### config.mk
export PLATFORM = sky130hd
export DESIGN_NAME = memory1_stage_flat
export DESIGN_NICKNAME = d
export VERILOG_FILES = /design/src/rtl/memory1_stage_pkg.sv /design/src/rtl/memory1_stage_if.sv /design/src/rtl/memory1_stage_store_align.sv /design/src/rtl/memory1_stage.sv /design/src/flat_wrapper.sv
export SDC_FILE = /design/constraint.sdc
export NUM_CORES = 1
export LEC_CHECK = 0
export ABC_AREA = 1
export CAP_MARGIN = 20
export CORE_MARGIN = 5
export CORE_UTILIZATION = 35
export CTS_BUF_LIST = sky130_fd_sc_hd__clkbuf_16
export CTS_CLUSTER_DIAMETER = 60
export DETAILED_ROUTE_END_ITERATION = 7
export GPL_TIMING_DRIVEN = 0
export PLACE_DENSITY = 0.64
export SLEW_MARGIN = 20
export SYNTH_ARGS = -nofsm -noshare
export SYNTH_HDL_FRONTEND = slang
export SYNTH_SLANG_ARGS = --single-unit
### constraint.sdc
create_clock -name clk -period 2.2 [get_ports clk]
set_input_delay 0.44 -clock clk [delete_from_list [all_inputs] [get_ports clk]]
set_output_delay 0.44 -clock clk [all_outputs]
set_load 0.01 [all_outputs]
### src/rtl/memory1_stage_pkg.sv
// Shared types for the memory1 stage: inter-stage bundles, dcache request,
// byte-type encodings and the ALE exception code.
package memory1_stage_pkg;

    typedef enum logic [1:0] {
        BT_BYTE = 2'd0,
        BT_HALF = 2'd1,
        BT_WORD = 2'd2
    } byte_type_t;

    localparam logic [5:0] ECODE_ALE = 6'h09;

    typedef struct packed {
        logic       valid;
        logic [31:0] pc;
        logic [31:0] pc_plus4;
        logic [31:0] ex_out;
        logic [31:0] rkd;
        logic       is_mem;
        logic       is_store;
        logic       is_ll;
        logic       is_sc;
        logic       is_cacop;
        logic       is_ertn;
        byte_type_t byte_type;
        logic [4:0] rd;
        logic       is_wr_rd;
        logic       is_wr_rd_pc_plus4;
    } execute_memory1_pass_t;

    typedef struct packed {
        logic        valid;
        logic [5:0]  ecode;
        logic [31:0] badv;
    } excp_pass_t;

    typedef struct packed {
        logic        valid;
        logic [31:0] pc;
        logic [31:0] addr;
        logic        is_load;
        logic        is_store;
        logic        mem_req;
        byte_type_t  byte_type;
        logic [4:0]  rd;
        logic        is_wr_rd;
        logic [31:0] result;
    } memory1_memory2_pass_t;

    typedef struct packed {
        logic        valid;
        logic [4:0]  idx;
        logic        data_valid;
        logic [31:0] data;
    } forward_req_t;

    typedef struct packed {
        logic [31:0] addr;
        logic [31:0] wdata;
        logic [3:0]  wstrb;
        logic        is_store;
        logic        is_cac;
    } dc_req_t;

    function automatic logic mem_is_load(execute_memory1_pass_t p);
        return p.is_mem & ~p.is_store & ~p.is_cacop;
    endfunction

endpackage

### src/rtl/memory1_stage_if.sv
// dcache request channel: valid/ready handshake plus request payload.
interface memory1_stage_if;
    import memory1_stage_pkg::*;

    logic    req_valid;
    logic    req_ready;
    dc_req_t req;

    modport master (output req_valid, output req, input req_ready);
    modport slave  (input req_valid, input req, output req_ready);
endinterface

### src/rtl/memory1_stage_store_align.sv
// Store lane replication, byte strobes and alignment check for one access.
module memory1_stage_store_align
    import memory1_stage_pkg::*;
(
    input  byte_type_t  byte_type_i,
    input  logic [1:0]  addr_i,
    input  logic [31:0] rkd_i,
    output logic [31:0] wdata_o,
    output logic [3:0]  wstrb_o,
    output logic        misaligned_o
);

    always_comb begin
        wdata_o      = rkd_i;
        wstrb_o      = 4'hF;
        misaligned_o = 1'b0;
        unique case (byte_type_i)
            BT_BYTE: begin
                wdata_o = {4{rkd_i[7:0]}};
                wstrb_o = 4'b0001 << addr_i;
            end
            BT_HALF: begin
                wdata_o      = {2{rkd_i[15:0]}};
                wstrb_o      = 4'b0011 << {addr_i[1], 1'b0};
                misaligned_o = addr_i[0];
            end
            default: misaligned_o = |addr_i;
        endcase
    end

endmodule

### src/rtl/memory1_stage.sv
// Memory1 stage: ALE check, dcache request handshake, LL/SC llbit, forwarding.
// Optional perf counters under MEM1_PERF_CNT_EN.
module memory1_stage
    import memory1_stage_pkg::*;
#(
    parameter int PERF_W = 32
) (
    input  logic                  clk,
    input  logic                  rst_n,
    input  logic                  flush_i,
    input  logic                  stall_i,
    output logic                  stall_o,
    input  execute_memory1_pass_t pass_in,
    input  excp_pass_t            excp_pass_in,
    output memory1_memory2_pass_t pass_out,
    output excp_pass_t            excp_pass_out,
    output forward_req_t          fwd_req,
    memory1_stage_if.master       dc
`ifdef MEM1_PERF_CNT_EN
    ,
    output logic [PERF_W-1:0]     perf_mem_ops,
    output logic [PERF_W-1:0]     perf_dc_stall
`endif
);

    execute_memory1_pass_t pass_q, pass_d;
    excp_pass_t            excp_q, excp_d;
    logic llbit_q, llbit_d;
    logic acc_q, acc_d;

    logic [31:0] al_wdata;
    logic [3:0]  al_wstrb;
    logic        al_misal;

    logic ale, excp_any, sc_ok, mem_do, dc_wait;
    logic req_v, hs, adv, valid_o;

    memory1_stage_store_align u_align (
        .byte_type_i  (pass_q.byte_type),
        .addr_i       (pass_q.ex_out[1:0]),
        .rkd_i        (pass_q.rkd),
        .wdata_o      (al_wdata),
        .wstrb_o      (al_wstrb),
        .misaligned_o (al_misal)
    );

    always_comb begin
        ale      = pass_q.is_mem & al_misal;
        excp_any = excp_q.valid | ale;
        // acc_q keeps a granted sc successful after its llbit is consumed
        sc_ok    = llbit_q | acc_q;
        mem_do   = pass_q.valid & pass_q.is_mem & ~excp_any
                 & ~(pass_q.is_sc & ~sc_ok);
        dc_wait  = mem_do & ~acc_q & ~dc.req_ready;
        stall_o  = stall_i | dc_wait;
        req_v    = mem_do & ~acc_q & ~flush_i;
        hs       = req_v & dc.req_ready;
        adv      = ~stall_o | flush_i;
        valid_o  = pass_q.valid & ~stall_o;

        dc.req_valid    = req_v;
        dc.req.addr     = pass_q.ex_out;
        dc.req.wdata    = al_wdata;
        dc.req.wstrb    = pass_q.is_store ? al_wstrb : 4'h0;
        dc.req.is_store = pass_q.is_store;
        dc.req.is_cac   = pass_q.is_cacop;

        fwd_req.valid      = (pass_q.rd != 5'd0) & pass_q.is_wr_rd
                           & pass_q.valid & ~excp_any;
        fwd_req.idx        = pass_q.rd;
        fwd_req.data_valid = ~mem_is_load(pass_q);
        if (pass_q.is_wr_rd_pc_plus4)
            fwd_req.data = pass_q.pc_plus4;
        else if (pass_q.is_sc)
            fwd_req.data = {31'b0, sc_ok};
        else
            fwd_req.data = pass_q.ex_out;

        pass_out.valid     = valid_o & ~flush_i;
        pass_out.pc        = pass_q.pc;
        pass_out.addr      = pass_q.ex_out;
        pass_out.is_load   = mem_is_load(pass_q);
        pass_out.is_store  = pass_q.is_store;
        pass_out.mem_req   = mem_do;
        pass_out.byte_type = pass_q.byte_type;
        pass_out.rd        = pass_q.rd;
        pass_out.is_wr_rd  = pass_q.is_wr_rd;
        pass_out.result    = fwd_req.data;

        // an exception from an earlier stage takes priority over ALE
        excp_pass_out = excp_q;
        if (!excp_q.valid && ale) begin
            excp_pass_out.ecode = ECODE_ALE;
            excp_pass_out.badv  = pass_q.ex_out;
        end
        excp_pass_out.valid = excp_any & valid_o & ~flush_i;

        acc_d = acc_q;
        if (adv)
            acc_d = 1'b0;
        else if (hs)
            acc_d = 1'b1;

        llbit_d = llbit_q;
        if (hs & pass_q.is_ll)
            llbit_d = 1'b1;
        if (hs & pass_q.is_sc)
            llbit_d = 1'b0;
        if (pass_q.valid & pass_q.is_ertn & ~excp_any & ~flush_i)
            llbit_d = 1'b0;

        pass_d = adv ? pass_in : pass_q;
        excp_d = adv ? excp_pass_in : excp_q;
    end

    always_ff @(posedge clk) begin
        if (!rst_n) begin
            pass_q  <= '0;
            excp_q  <= '0;
            llbit_q <= 1'b0;
            acc_q   <= 1'b0;
        end else begin
            pass_q  <= pass_d;
            excp_q  <= excp_d;
            llbit_q <= llbit_d;
            acc_q   <= acc_d;
        end
    end

`ifdef MEM1_PERF_CNT_EN
    logic [PERF_W-1:0] ops_q, ops_d;
    logic [PERF_W-1:0] dstall_q, dstall_d;

    always_comb begin
        ops_d    = ops_q + PERF_W'(hs);
        dstall_d = dstall_q + PERF_W'(dc_wait);
    end

    always_ff @(posedge clk) begin
        if (!rst_n) begin
            ops_q    <= '0;
            dstall_q <= '0;
        end else begin
            ops_q    <= ops_d;
            dstall_q <= dstall_d;
        end
    end

    assign perf_mem_ops  = ops_q;
    assign perf_dc_stall = dstall_q;
`endif

endmodule

### src/flat_wrapper.sv
// flat-port wrapper written by rule: the top's interface ports become plain ports
module memory1_stage_flat import memory1_stage_pkg::*;
#(
    parameter int PERF_W = 32
)
  (clk, rst_n, flush_i, stall_i, stall_o, pass_in, excp_pass_in, pass_out, excp_pass_out, fwd_req, dc_req_valid, dc_req, dc_req_ready);
  memory1_stage_if dc_i ();
  input  logic clk;
  input  logic rst_n;
  input  logic flush_i;
  input  logic stall_i;
  output logic stall_o;
  input  execute_memory1_pass_t pass_in;
  input  excp_pass_t excp_pass_in;
  output memory1_memory2_pass_t pass_out;
  output excp_pass_t excp_pass_out;
  output forward_req_t fwd_req;
  output wire logic [$bits(dc_i.req_valid)-1:0] dc_req_valid;
  output wire logic [$bits(dc_i.req)-1:0] dc_req;
  input wire logic [$bits(dc_i.req_ready)-1:0] dc_req_ready;
  assign dc_req_valid = dc_i.req_valid;
  assign dc_req = dc_i.req;
  assign dc_i.req_ready = dc_req_ready;
  memory1_stage #(.PERF_W(PERF_W)) u_core (.clk(clk), .rst_n(rst_n), .flush_i(flush_i), .stall_i(stall_i), .stall_o(stall_o), .pass_in(pass_in), .excp_pass_in(excp_pass_in), .pass_out(pass_out), .excp_pass_out(excp_pass_out), .fwd_req(fwd_req), .dc(dc_i));
endmodule
== Word-level counts from Yosys, hierarchy flattened ==
Cells that the tools add are included.

* Input port bits: 188
* Register bits after elaboration: 185
* Logic and storage cells: 75

* Multiplexer cells: 7
* Bitwise operators: 38
* Shift-type cells: 2
* Reductions and logical operators: 7
* Equality and inequality tests: 1

{| class="wikitable"
|+ Operators with widths
! kind !! count
|-
| 32-bit 2-to-1 mux || 2
|-
| 32-bit case mux with 2 select lines || 1
|-
| 38-bit 2-to-1 mux || 1
|-
| 1-bit bitwise AND || 23
|-
| 1-bit NOT || 11
|-
| 4-bit case mux with 2 select lines || 1
|-
| 5-bit nonzero test || 1
|-
| 4-bit 2-to-1 mux || 1
|-
| 1-bit bitwise OR || 4
|-
| 2-bit OR reduction || 2
|-
| 1-bit by 2-bit << shifter with 4-bit output, first input constant || 1
|-
| 2-bit by 2-bit << shifter with 4-bit output, first input constant || 1
|-
| 3-bit OR reduction || 1
|-
| 2-bit by 1-bit equality test with 1-bit output, second input constant || 1
|-
| 2-bit logical NOT || 1
|-
| 1-bit case mux with 2 select lines || 1
|-
| 1-bit logical AND || 1
|-
| 1-bit logical NOT || 1
|}

== Depth between registers and ports, before layout ==
Gate-level depths: netlist of run 1.

* Depth after elaboration: 14
* Gate-level depth with buffers: 11

== Modules after synthesis ==
Synthesis of run 1 repeated with hierarchy kept, for this count alone.

* Cell total of the unflattened synthesis: 1,607
* Area total of the unflattened synthesis: 10,662.7 um^2

{| class="wikitable"
|+ Modules (own cells, without submodules)
! module !! sequential area each (um^2) !! instances !! area an instance (um^2) !! cells an instance
|-
| memory1_stage || 3,703.6 || 1 || 10,045.9 || 1,507
|-
| memory1_stage_store_align || 0.0 || 1 || 616.8 || 100
|}

== Least setup slack after synthesis of run 1 ==
Ideal clock, no wire load.

* Kind: register to output
* Start point: register u_core.pass_q (netlist bit u_core.pass_out[39])
* End point: output port excp_pass_out[38] in the netlist's numbering
* Setup slack: 0.274 ns
* Arrival time: 1.486 ns
* Path buffers: 3
* Cell stages (with the launch flop): 10
* Path through: dfxtp_1 > buf_4 > nor2_2 > nor2_1 > a21oi_2 > nand4_1 > nand2_2 > buf_6 > buf_6 > nor3_1

{| class="wikitable"
|+ RTL lines
! element !! RTL line !! text
|-
| start, declared || memory1_stage.sv:26 || <nowiki>execute_memory1_pass_t pass_q, pass_d;</nowiki>
|-
| start signal, assigned || memory1_stage.sv:123 || <nowiki>pass_q <= pass_d;</nowiki>
|-
| end, declared || flat_wrapper.sv:16 || <nowiki>output excp_pass_t excp_pass_out;</nowiki>
|}

==> results by group, run 1 <==
Outcome
  – Outcome: finished with violations
  – Failing checks: negative setup slack

Synthesis
  – Syn Area/Cell: 6.63 µm²
  – EDFF count, synth: 0
  – Post-Syn Area: 10400 µm²
  – #FFs+latches synth: 185
  – Post-synthesis cell type count: 25
  – Post-synthesis sequential area ratio: 35.5%
  – Post-synth ARST share: 0%
  – Syn_nets: 1760
  – Syn. warnings: 0
  – Primary FF master, synth: dfxtp_1
  – Mapped Cells: 1572

Pwr
  – Pwr/cell area: 604 nW/µm²
  – Sw Ratio: 31.7%
  – Clock power share: 31.9%
  – Switching power: 3.30 mW
  – Power share of the sequential group: 36.3%
  – Pleak: 7.89 nW
  – Peak supply drop: 0.486 mV
  – Internal power: 7.10 mW
  – Logic pwr share: 31.8%

Route
  – 1st-pass router iterations: 5
  – Vias per cell: 4.83
  – DR iter-0 viols: 786
  – Detailed-route DRC error count: 0
  – Vias: 12000
  – DR WL/cell: 18.8 µm
  – Routed WL: 46700 µm
  – Routed Antenna Nets: 0

STA
  – Worst rel slew slack: 34.8%
  – Worst Setup Slack, final: -0.154 ns
  – Slew @ Worst Pin: 0.977 ns
  – Fin. max-slew vios: 0
  – # setup viols final: 33
  – Final Skew: 0.0220 ns
  – RSZ-0062 raised after global routing: true
  – Setup TNS: -1.16 ns
  – Final Critical Period: 2.35 ns
  – Tcrit/Tclk final: 107%
  – Achievable Freq: 0.425 GHz
  – Final Hold Fails: 0

Critical path
  – Required @ worst endpoint: 1.76 ns
  – Worst Setup Start Kind: flip-flop
  – Critical path class: flip-flop to output pin
  – Slowest CP cell: dfxtp_4
  – Critical Path AT: 1.91 ns
  – Cell mode on critical path: nor2_4
  – CP delay by family, top: simple AND/OR/NAND/NOR gates
  – Worst path cell trace: nor2_4, nor2_4, buf_6, a21oi_4, nand4_1, nand2_4, buf_12, nor3_2, buf_4
  – R2r worst-path depth: 13
  – Critical path depth: 9
  – Worst Path Max Fanout: 5
  – Buf/Inv on CP: 3
  – Crit-path max cell delay: 0.39 ns
  – Crit end category: output pin

CTS
  – Clock-pin slew on the worst setup and hold paths: 0.08 ns
  – Clock sink count: 185
  – CTS Hold Bufs: 0
  – Maximum clock path buffer count: 2
  – CTS buffer count: 17
  – CTS Root Buffer Type: clkbuf_16
  – H-tree Lvls: 4
  – CTS tree: yes
  – Clock latency at the later pin of the worst-skew pair: 0.44 ns

Final layout
  – Post-Layout Inst Area: 17200 µm²
  – Layout cells sized above 1: 24.7%
  – Most frequent cells in the layout: clkdlybuf4s50_1, nand2_1, buf_4
  – Commonest non-fill, non-tap cell in the layout: clkdlybuf4s50_1
  – Number of fill cells: 2828
  – Layout area overhead: 65.0%
  – Final #Nets: 2262

Global route
  – Largest net degree at the start of global routing: 17
  – Vias in the first global route: 11800
  – GRT overflow: 0
  – Global-route wire length before repair: 69100 µm
  – Initial antenna violation count: 6
  – Tot GR Track Use: 26.5%

Floorplanning
  – FP Rows: 63
  – Die width: 183 µm
  – Die Y: 183 µm
  – Initial Utilization: 35.3%
  – Core ar.: 29600 µm²
  – IO Pins: 446
  – Die area: 33300 µm²

Job
  – Max-cap violations: 0

Placement
  – Port bufs: 444
  – Placed Instance Area: 15400 µm²
  – GPL Wtd Cong: 0.936
  – Dpl hpwl: 35400 µm

Min path
  – Worst hold path depth: 4
  – Hold Path Class: flip-flop to flip-flop
[synthesized netlist by cell type, types with 2 or more instances]
library cell | n | area share [%]
a21oi_1 | 187 | 9.0
inv_1 | 194 | 7.0
o221ai_1 | 8 | 0.67
dfxtp_1 | 185 | 36
nand4_1 | 3 | 0.18
clkbuf_1 | 60 | 2.2
nor2_1 | 189 | 6.8
nand2_1 | 251 | 9.0
nor3_1 | 4 | 0.19
o22ai_1 | 32 | 1.9
buf_6 | 31 | 3.3
buf_1 | 18 | 0.65
buf_2 | 7 | 0.34
buf_4 | 156 | 11
o21ai_0 | 50 | 2.4
nand3_1 | 187 | 9.0
nor4_1 | 2 | 0.12
[worst register-to-register path, cell delays in order, from the launching register on]
cell	delay [ns]
dfxtp_4	0.39
nor2_4	0.15
nor2_4	0.06
buf_6	0.12
a21oi_4	0.13
nand4_1	0.17
nand2_4	0.13
buf_4	0.11
buf_4	0.20
buf_12	0.20
buf_6	0.17
nand3_1	0.08
nand2_1	0.09
nor2_1	0.05
[final cells by class]
type	count	area, µm²	area share (%)
antenna	5	12.5	0.0727
buffer	269	2110	12.3
clock buffer	17	425	2.47
clock inverter	13	168	0.975
inverter	196	758	4.41
multi-input combinational	919	4970	28.9
sequential	185	3730	21.7
tap	390	488	2.84
timing repair buffer	485	4540	26.4
timing repair inverter	1	5.00	0.0291
[timing repair]
action                                  4_1_cts  5_1_grt
resized for setup                           585      183
endpoints found under the setup margin      155      257
cloned                                        5        4
pin swaps                                    10       12
buffers inserted                             24        9
[routing by layer]
metal	GRT usage [%]	wire length [µm]	vias up
li1	-	-	5861
met1	31.9	18500	5596
met2	46.9	23300	460
met3	6.40	3710	66
met4	7.45	1170	2
met5	0	12	-
[per-stage QoR]
step / power [mW] / worst slack, ns / util (%) / hold slack [ns] / instances
after global routing: 10.8 / -0.206 / 58.2 / 0.557 / 2480
after CTS: 10.3 / -0.259 / 56.8 / 0.519 / 2464
after global placement: 6.81 / -1.02 / 52.0 / 0.495 / 2406
after floorplan: 5.27 / 0.274 / - / 0.473 / 1572
final: 10.4 / -0.154 / 58.2 / 0.519 / 2480
after detailed placement: 6.83 / -0.973 / 52.0 / 0.500 / 2406
[path summary, 6_finish.rpt]
check | start | to | slack [ns]
worst max-delay path | u_core.pass_out[39] | excp_pass_out[38] | -0.15
worst min-delay path | u_core.llbit_q | u_core.llbit_q | 0.52
worst max register to register | u_core.pass_out[39] | u_core.dc.req[41] | 0.04
worst min register to register | u_core.llbit_q | u_core.llbit_q | 0.52
[registers in the layout, summed over array words and instances (netlist names)]
signal,count
u_core.fwd_req,5
u_core.excp_q,39
u_core.llbit_q,1
u_core.pass_out,35
u_core.acc_q,1
u_core.dc.req,34
u_core.pass_q,70
[power groups by stage]
stage	Sequential (mW)	Clock, mW	Combinational [mW]
global route	3.80	3.48	3.57
finish	3.77	3.31	3.31
detailed placement	3.83	0	3.00
global placement	3.82	0	2.99
floorplan	3.77	0	1.50
CTS	3.76	3.33	3.21
[cell families (layout without fill, tap and decap cells)]
group,Yosys count,after routing,synth area share [%]
AND/OR/NAND/NOR,638,638,25.4
buffers and inverters,468,981,24.8
AO/OA/AOI/OAI,281,281,14.3
flip-flops,185,185,35.5
other,0,5,0
No activity file was read; power rests on OpenSTA's default activity.
==> run 2: changes to the inputs <==
SLEW_MARGIN = unset   (was 20)
==> results of run 2 <==
The final DEF is identical to that of run 1; final timing and power are the same.
